<file path="src/rtl/io_input_controller_pkg.sv">
// Purpose : shared types and constants for the IN-instruction input controller.
// Latency : n/a (declarations only).
// Backpressure: n/a.
// Contents: io_state_t (request FSM states), DATA_W (datapath word width).
package io_pkg;

  localparam int DATA_W = 32;

  typedef enum logic [1:0] {
    IDLE       = 2'd0,
    ARM        = 2'd1,
    WAIT_PRESS = 2'd2,
    DONE       = 2'd3
  } io_state_t;

endpackage

</file>
<file path="src/rtl/io_input_controller_if.sv">
// Purpose : groups the processor/board-facing signals of the input controller.
// Latency : n/a (wiring only).
// Backpressure: io_stall holds the processor until io_ready strobes.
// Signals : io_read (IN decoded), switches/button (raw board inputs),
//           io_stall, io_ready (1-cycle strobe), data_IO (extended capture).
interface io_input_controller_if #(
  parameter int SW_WIDTH = 16
);
  import io_pkg::*;

  logic                io_read;
  logic [SW_WIDTH-1:0] switches;
  logic                button;
  logic                io_stall;
  logic                io_ready;
  logic [DATA_W-1:0]   data_IO;

  // master: the datapath/board side that issues IN and supplies raw inputs
  modport master (
    output io_read, switches, button,
    input  io_stall, io_ready, data_IO
  );

  // slave: the input controller itself
  modport slave (
    input  io_read, switches, button,
    output io_stall, io_ready, data_IO
  );

endinterface

</file>
<file path="src/rtl/io_input_controller_debouncer.sv">
// Purpose : debounces the synchronised confirm button into a clean level.
// Latency : clean level follows btn_sync after DEBOUNCE_CYCLES stable cycles.
// Backpressure: none; free-running filter.
// Ports   : clock, reset (sync, active-high), btn_sync (synchronised raw
//           button), btn_clean (filtered level).
module button_debouncer #(
  parameter int DEBOUNCE_CYCLES = 500000
) (
  input  logic clock,
  input  logic reset,
  input  logic btn_sync,
  output logic btn_clean
);

  localparam int                CNT_W    = $clog2(DEBOUNCE_CYCLES + 1);
  localparam logic [CNT_W-1:0]  CNT_LAST = CNT_W'(DEBOUNCE_CYCLES - 1);

  logic [CNT_W-1:0] r_cnt;
  logic             r_clean;

  // The counter measures how long btn_sync has disagreed with the clean
  // level; any agreement restarts the measurement, so short glitches vanish.
  always_ff @(posedge clock) begin
    if (reset) begin
      r_cnt   <= '0;
      r_clean <= 1'b0;
    end else if (btn_sync == r_clean) begin
      r_cnt <= '0;
    end else if (r_cnt == CNT_LAST) begin
      r_clean <= btn_sync;
      r_cnt   <= '0;
    end else begin
      r_cnt <= r_cnt + 1'b1;
    end
  end

  assign btn_clean = r_clean;

endmodule

</file>
<file path="src/rtl/io_input_controller.sv">
// Purpose : services IN by stalling until a debounced button press captures the switches.
// Latency : min 4 cycles per IN (IDLE, ARM, WAIT_PRESS, DONE); stall is combinational.
// Backpressure: io_stall held while io_read is high and no capture has completed.
// Ports   : clock, reset (sync, active-high), bus (slave modport: io_read,
//           switches, button in; io_stall, io_ready, data_IO out).
module io_input_controller
  import io_pkg::*;
#(
  parameter int SW_WIDTH        = 16,
  parameter int DEBOUNCE_CYCLES = 500000,
  parameter int SIGN_EXTEND     = 0
) (
  input  logic                  clock,
  input  logic                  reset,
  io_input_controller_if.slave  bus
);

  logic                r_btn_meta;
  logic                r_btn_sync;
  logic [SW_WIDTH-1:0] r_sw_meta;
  logic [SW_WIDTH-1:0] r_sw_sync;
  logic                w_btn_clean;
  io_state_t           r_state;
  io_state_t           w_state_next;
  logic                w_capture;
  logic [SW_WIDTH-1:0] r_data;

  // Two-flop synchronisers for the asynchronous board inputs.
  always_ff @(posedge clock) begin
    if (reset) begin
      r_btn_meta <= 1'b0;
      r_btn_sync <= 1'b0;
      r_sw_meta  <= '0;
      r_sw_sync  <= '0;
    end else begin
      r_btn_meta <= bus.button;
      r_btn_sync <= r_btn_meta;
      r_sw_meta  <= bus.switches;
      r_sw_sync  <= r_sw_meta;
    end
  end

  button_debouncer #(
    .DEBOUNCE_CYCLES (DEBOUNCE_CYCLES)
  ) u_debouncer (
    .clock     (clock),
    .reset     (reset),
    .btn_sync  (r_btn_sync),
    .btn_clean (w_btn_clean)
  );

  always_ff @(posedge clock) begin
    if (reset) begin
      r_state <= IDLE;
    end else begin
      r_state <= w_state_next;
    end
  end

  // ARM insists on seeing the button released before WAIT_PRESS accepts a
  // press, so a held button (or the press that finished the previous IN)
  // can never satisfy a new request.
  always_comb begin
    w_state_next = r_state;
    w_capture    = 1'b0;
    case (r_state)
      IDLE: begin
        if (bus.io_read) w_state_next = ARM;
      end
      ARM: begin
        if (!bus.io_read)     w_state_next = IDLE;
        else if (!w_btn_clean) w_state_next = WAIT_PRESS;
      end
      WAIT_PRESS: begin
        if (!bus.io_read) begin
          w_state_next = IDLE;
        end else if (w_btn_clean) begin
          w_state_next = DONE;
          w_capture    = 1'b1;
        end
      end
      DONE: begin
        w_state_next = IDLE;
      end
      default: begin
        w_state_next = IDLE;
      end
    endcase
  end

  always_ff @(posedge clock) begin
    if (reset) begin
      r_data <= '0;
    end else if (w_capture) begin
      r_data <= r_sw_sync;
    end
  end

  // Stall drops in DONE so the PC advances on the same edge as write-back.
  assign bus.io_stall = bus.io_read & (r_state != DONE) & ~reset;
  assign bus.io_ready = (r_state == DONE);

  // Replicate the MSB across the full word and keep the low DATA_W bits.
  assign bus.data_IO = (SIGN_EXTEND != 0)
                     ? DATA_W'({{DATA_W{r_data[SW_WIDTH-1]}}, r_data})
                     : DATA_W'(r_data);

endmodule

</file>
<file path="src/flat_wrapper.sv">
// flat-port wrapper written by rule: the top's interface ports become plain ports
module io_input_controller_flat import io_pkg::*;
#(
  parameter int SW_WIDTH        = 16,
  parameter int DEBOUNCE_CYCLES = 500000,
  parameter int SIGN_EXTEND     = 0
)
  (clock, reset, bus_io_read, bus_switches, bus_button, bus_io_stall, bus_io_ready, bus_data_IO);
  io_input_controller_if #(.SW_WIDTH(SW_WIDTH)) bus_i ();
  input  logic clock;
  input  logic reset;
  input wire logic [$bits(bus_i.io_read)-1:0] bus_io_read;
  input wire logic [$bits(bus_i.switches)-1:0] bus_switches;
  input wire logic [$bits(bus_i.button)-1:0] bus_button;
  output wire logic [$bits(bus_i.io_stall)-1:0] bus_io_stall;
  output wire logic [$bits(bus_i.io_ready)-1:0] bus_io_ready;
  output wire logic [$bits(bus_i.data_IO)-1:0] bus_data_IO;
  assign bus_i.io_read = bus_io_read;
  assign bus_i.switches = bus_switches;
  assign bus_i.button = bus_button;
  assign bus_io_stall = bus_i.io_stall;
  assign bus_io_ready = bus_i.io_ready;
  assign bus_data_IO = bus_i.data_IO;
  io_input_controller #(.SW_WIDTH(SW_WIDTH), .DEBOUNCE_CYCLES(DEBOUNCE_CYCLES), .SIGN_EXTEND(SIGN_EXTEND)) u_core (.clock(clock), .reset(reset), .bus(bus_i));
endmodule
</file>
<file path="config.mk">
export PLATFORM = sky130hd
export DESIGN_NAME = io_input_controller_flat
export DESIGN_NICKNAME = d
export VERILOG_FILES = /design/src/rtl/io_input_controller_pkg.sv /design/src/rtl/io_input_controller_if.sv /design/src/rtl/io_input_controller_debouncer.sv /design/src/rtl/io_input_controller.sv /design/src/flat_wrapper.sv
export SDC_FILE = /design/constraint.sdc
export NUM_CORES = 1
export LEC_CHECK = 0
export CAP_MARGIN = 20
export CORE_ASPECT_RATIO = 1.5
export CORE_MARGIN = 2
export CORE_UTILIZATION = 40
export CTS_CLUSTER_DIAMETER = 60
export CTS_CLUSTER_SIZE = 40
export DETAILED_ROUTE_END_ITERATION = 12
export MAX_ROUTING_LAYER = met4
export PLACE_DENSITY = 0.68
export SLEW_MARGIN = 20
export SYNTH_ARGS = -nofsm -noshare
export SYNTH_HDL_FRONTEND = slang
export SYNTH_SLANG_ARGS = --single-unit
</file>
<file path="constraint.sdc">
create_clock -name clock -period 2.2 [get_ports clock]
set_input_delay 0.22 -clock clock [delete_from_list [all_inputs] [get_ports clock]]
set_output_delay 0.22 -clock clock [all_outputs]
set_load 0.01 [all_outputs]
</file>
# After elaboration in Yosys (flattened, before gate mapping)
# Cells that the tools add are included.
[word_totals]
ff_bits = 72
word_cells = 35
input_bits = 20
output_inout_bits = 34
[op_classes]
eq_ne = 9
addsub = 1
n_bitwise = 4
n_reduce_logical = 4
mux = 9
[ops]
columns = ["op", "count"]
rows = [
  ["19-bit by 1-bit adder with 19-bit output (second input constant)", 1],
  ["19-bit == test (second input constant)", 1],
  ["2-bit two-way mux", 5],
  ["2-bit one-hot mux with 4 select lines", 1],
  ["3-bit != test (second input constant)", 2],
  ["2-bit == test (second input constant)", 2],
  ["2-bit != test (second input constant)", 2],
  ["1-bit two-way mux", 3],
  ["3-bit AND reduction", 1],
  ["3-bit OR reduction", 1],
  ["1-bit bitwise AND", 2],
  ["2-bit by 1-bit == test with 1-bit output (second input constant)", 1],
  ["2-bit logical NOT", 1],
  ["1-bit NOT", 2],
  ["2-bit AND reduction", 1],
  ["1-bit == test", 1],
]

# Depth between registers and ports, before layout
[logic_depth]
depth_word = 3
ltp_mapped = 7
depth_no_buf = 5

# Modules after synthesis
# From an unflattened synthesis, not the netlist that was laid out.
[unflattened]
cells_unflattened = 281
area_unflattened_um2 = 2720.1
[modules_own_cells]
columns = ["module", "seq_area_each_um2", "area_each_um2", "n_inst", "cells_per_inst"]
rows = [
  ["io_input_controller", 1041.0, 1750.4, 1, 171],
  ["button_debouncer", 400.4, 969.7, 1, 110],
]

# Least setup slack after synthesis
# Ideal clock, no wire load.
[synth_timing]
path_type = "reg-to-reg"
startpoint = "register u_core.u_debouncer.r_cnt[0]"
endpoint = "register u_core.u_debouncer.r_cnt[14]"
slack_ns = 0.459
setup_ns = 0.115
path_buffers = 2
stages_incl_launch_ff = 8
required_ns = 2.085
arrival_ns = 1.626
synth_period_minus_slack_ns = 1.741
path_cell_list = "dfxtp_1 -> ha_1 -> and4_1 -> buf_2 -> nand4_1 -> o21ai_2 -> buf_4 -> nor2_1"
[synth_via]
elab_chain_cells = 2
elab_cells_between_ends = 3
cone_classes = "1 x add/sub; 1 x eq/ne; 1 x reduce/logical"
[synth_lines]
columns = ["item", "line_no", "source"]
rows = [
  ["from (decl)", "io_input_controller_debouncer.sv:18", "logic [CNT_W-1:0] r_cnt;"],
  ["from (signal assigned)", "io_input_controller_debouncer.sv:33", "r_cnt <= r_cnt + 1'b1;"],
  ["branches (longest 2 deep; another with 19-bit by 1-bit adder with 19-bit output)", "n/a", ""],
]
# Several ways; the timed one is not identified.
# A chain may end at the register's enable or synchronous reset.

# Worst setup path in the final report
[layout_timing]
startpoint = "register u_core.r_state[0]"
endpoint = "output bus_io_stall"
[layout_via]
elab_chain_cells = 3
[layout_lines]
columns = ["item", "line_no", "source"]
rows = [
  ["from (decl)", "io_input_controller.sv:23", "io_state_t r_state;"],
  ["from (signal assigned)", "io_input_controller.sv:56", "r_state <= w_state_next;"],
  ["2-bit != test", "io_input_controller.sv:100", "assign bus.io_stall = bus.io_read & (r_state != DONE) & ~reset;"],
  ["1-bit bitwise AND (2 in a row)", "io_input_controller.sv:100", ""],
  ["to (decl)", "flat_wrapper.sv:15", "output wire logic [$bits(bus_i.io_stall)-1:0] bus_io_stall;"],
]
# No other way between the ends.

==> impl_results.md <==
- Unrepaired setup endpoints after global routing: no
- Setup crit start kind: flop
- Post-synth EDFFs: 0
- Drt pass-1 iters: 5
- Critical-path cell list: nand2_1, inv_1, nor3b_1, clkdlybuf4s50_1
- Global-route wire length before repair: 6930 um
- Avg Inst Size Synth: about 9.4 um^2
- MaxCap Viol Count: 0
- R2r startpoint: u_core.u_debouncer.r_cnt[0]
- Worst path max stage delay: about 0.60 ns
- Final setup fails: 0
- Post-route cell area: 0.00316 mm^2
- # fillers: just over 600
- Htree depth: 3
- Slew @ Worst Pin: just under 0.6 ns
- Part of the cycle the worst path needs: between 80% and 90%
- Ant diodes: 0
- Synth Area in XOR/XNOR: between 4 and 5%
- Commonest non-fill, non-tap cell in the layout: dfxtp_1
- Pleak: 1.13 nW
- Worst IR Drop VDD: 331 uV
- Max-slew headroom: between 60% and 70%
- Vias in the first global route: 1,570
- Core area: 0.00640 mm^2
- Clock-pin slew on the worst setup and hold paths: around 0.070 ns
- FF-to-FF path depth: 6
- Deepest clock path buffer count: 2
- Routed Antenna Nets: 0
- Post-route setup TNS: 0 ns
- Nets: approximately 330
- I/O pin count: 54
- Crit path launch: u_core.r_state[0]
- Min-Delay Path Depth: 3
- Yosys top cell by area: dfxtp_1
- Number of synthesized register bits: 72
- Seq/Total Area, Yosys: 55.5%
- Minimum clock period: 1.91 ns
- DR DRC count: 0
- Register Area: 0.00144 mm^2
- Adder-Cell Fraction of Synth Area: 0.482%
- Drt via density: 4.62
- Initial antenna violation count: 0
- Die Height: 103 um
- Critical path depth: 4
- Peak Freq: around 0.52 GHz
- Critical path's slowest cell: clkdlybuf4s50_1
- Placement Cell Area: 0.00296 mm^2
- Final HPWL DP: about 2800 um
- Die X-Extent: 69.8 um
- Synthesis-to-finish area growth: 21.6%
- Most frequent cells in the layout: dfxtp_1 (72), nand2_1 (39), nor2b_1 (37)
- Initial Utilization: 40.6%
- Hold Buf Count CTS: 0
- Share of cells above drive strength 1: between 6 and 7%
- Port Buf Inserts: 37
- Post-synth cell types: 32
- DR vias: 1,811
- Mux contribution to synthesized area: 0%
- Cell Pwr Density: 793 mW/mm^2
- Async SR Flop Fraction: 0%
- Drt wl/cell: 10.7 um
- Arr. time, crit path: 1.69 ns
- Syn. warnings: 0
- Delay-heaviest family, CP: buffers and inverters
- Dominant synthesized flop cell: dfxtp_1
- Crit path kind: flop to output pin
- Mapped Area: 0.00260 mm^2
- Setup slack at placement: 0.353 ns
- Core Util, Final: 49.4%
- CP max FO: 5
- Worst Hold Launch: reset
- Syn Inst Count: 276
- Outcome: completed
- Multi-input logic area: 0.00102 mm^2
- Clock Latency Late Sink: roughly 0.34 ns
- Largest net degree at the start of global routing: 54
- CTS Buf Count: 9
- CTS root buffer: clkbuf_8
- CTS tree: done
- Compound-Gate Fraction of Synth Area: around 6.7%
- Combinational family with the most area after synthesis: simple AND/OR/NAND/NOR gates
- Routed WL: 4200 um
- Die ar.: 0.00717 mm^2
- CTS sink cnt: 72
- Crit path required time: 1.98 ns
- 1st-iter DRT viols: about 80
- Row Count: 36
- WP buf/inv: 2
- GRT Resource Usage Total: approximately an eighth
- Hold WC Path Type: input pin to flop
- Total grt overflow: 0
- Max-slew violation count: 0
- Top cells by area, synth: dfxtp_1 (55%), nor2b_1 (8.9%), nand2_1 (5.6%)
- Final setup margin: roughly 0.3 ns
- Post-synth top area share: between 50 and 60%
- Routability cong.: 0.791
- Post-cts sizing count: 0
- Fin. Hold Viols: 0
- Setup Buffers After CTS: 0
- CP Capture Type: output pin
- Simple-gate share of the synthesized area: 25.4%
- Worst clock skew: approximately 0.0083 ns
-- final timing paths --
check        slack [ns]                           to
min                0.18            u_core.r_state[1]
max                0.29                 bus_io_stall
max reg2reg        0.39  u_core.u_debouncer.r_cnt[2]
min reg2reg        0.43         u_core.r_sw_sync[15]
-- synthesized netlist by cell type (2+ instances only) --
master and count:
dfxtp_1 72, nand2_1 39, nor2b_1 37, a21oi_1 20, buf_4 17, nor2_1 16
clkbuf_1 10, xor2_1 10, nand4_1 8, nand3_1 7, o21ai_0 5, or3_1 5
buf_2 3, inv_1 3, xnor2_1 3, and2_1 2, and4_1 2, nor4_1 2
o21a_1 2
-- tightest hold or removal path, stage by stage --
cell and delay [ns]:
buf_2 0.09, nor3b_1 0.06, o21a_1 0.09
-- per-layer routing --
metal,track usage (%),share of wire (%),vias up
li1,-,-,937
met1,14.0,44,820
met4,8.43,2.6,0
met3,2.93,4.2,15
met2,20.7,49,39
met5,-,0,-
-- metrics by stage --
stage / total power [mW] / hold slack (ns) / instances
finish: 2.51 / 0.176 / 392
global route: 2.61 / 0.188 / 392
CTS: 2.53 / 0.163 / 392
detailed placement: 1.47 / 0.422 / 377
global placement: 1.46 / 0.416 / 377
floorplan: 1.44 / 0.348 / 291
-- registers in the layout, indices dropped and copies added, names as in the netlist --
name and cells:
u_core.r_data 16, u_core.u_debouncer.r_cnt 19, u_core.r_state 2, u_core.r_sw_meta 16, u_core.r_sw_sync 16, u_core.r_btn_sync 1
u_core.r_btn_meta 1, u_core.u_debouncer.btn_clean 1
-- layout make-up --
cell class	instances	area share (%)
clock buffer	11	4.16
clock inverter	4	2.22
inverter	3	0.357
multi-input combinational	186	32.3
sequential	72	45.6
tap	76	3.01
timing repair buffer	40	12.3
-- where the power goes --
| group | internal (mW) | switching, mW | leakage (nW) |
|---|---|---|---|
| logic | 0.0508 | 0.0426 | 0.438 |
| clock network | 0.629 | 0.441 | 0.103 |
| registers | 1.33 | 0.00803 | 0.588 |
-- logic make-up (layout without fill, tap and decap cells) --
logic type,after synthesis,count (layout)
DFF,72,72
AOI/OAI and AO/OA,31,31
xor gates and xnor gates,13,13
and+or+nand+nor,125,125
adders and majority gates,1,1
other,1,16
buffers and inverters,33,58
No activity file was read; power rests on OpenSTA's default activity.
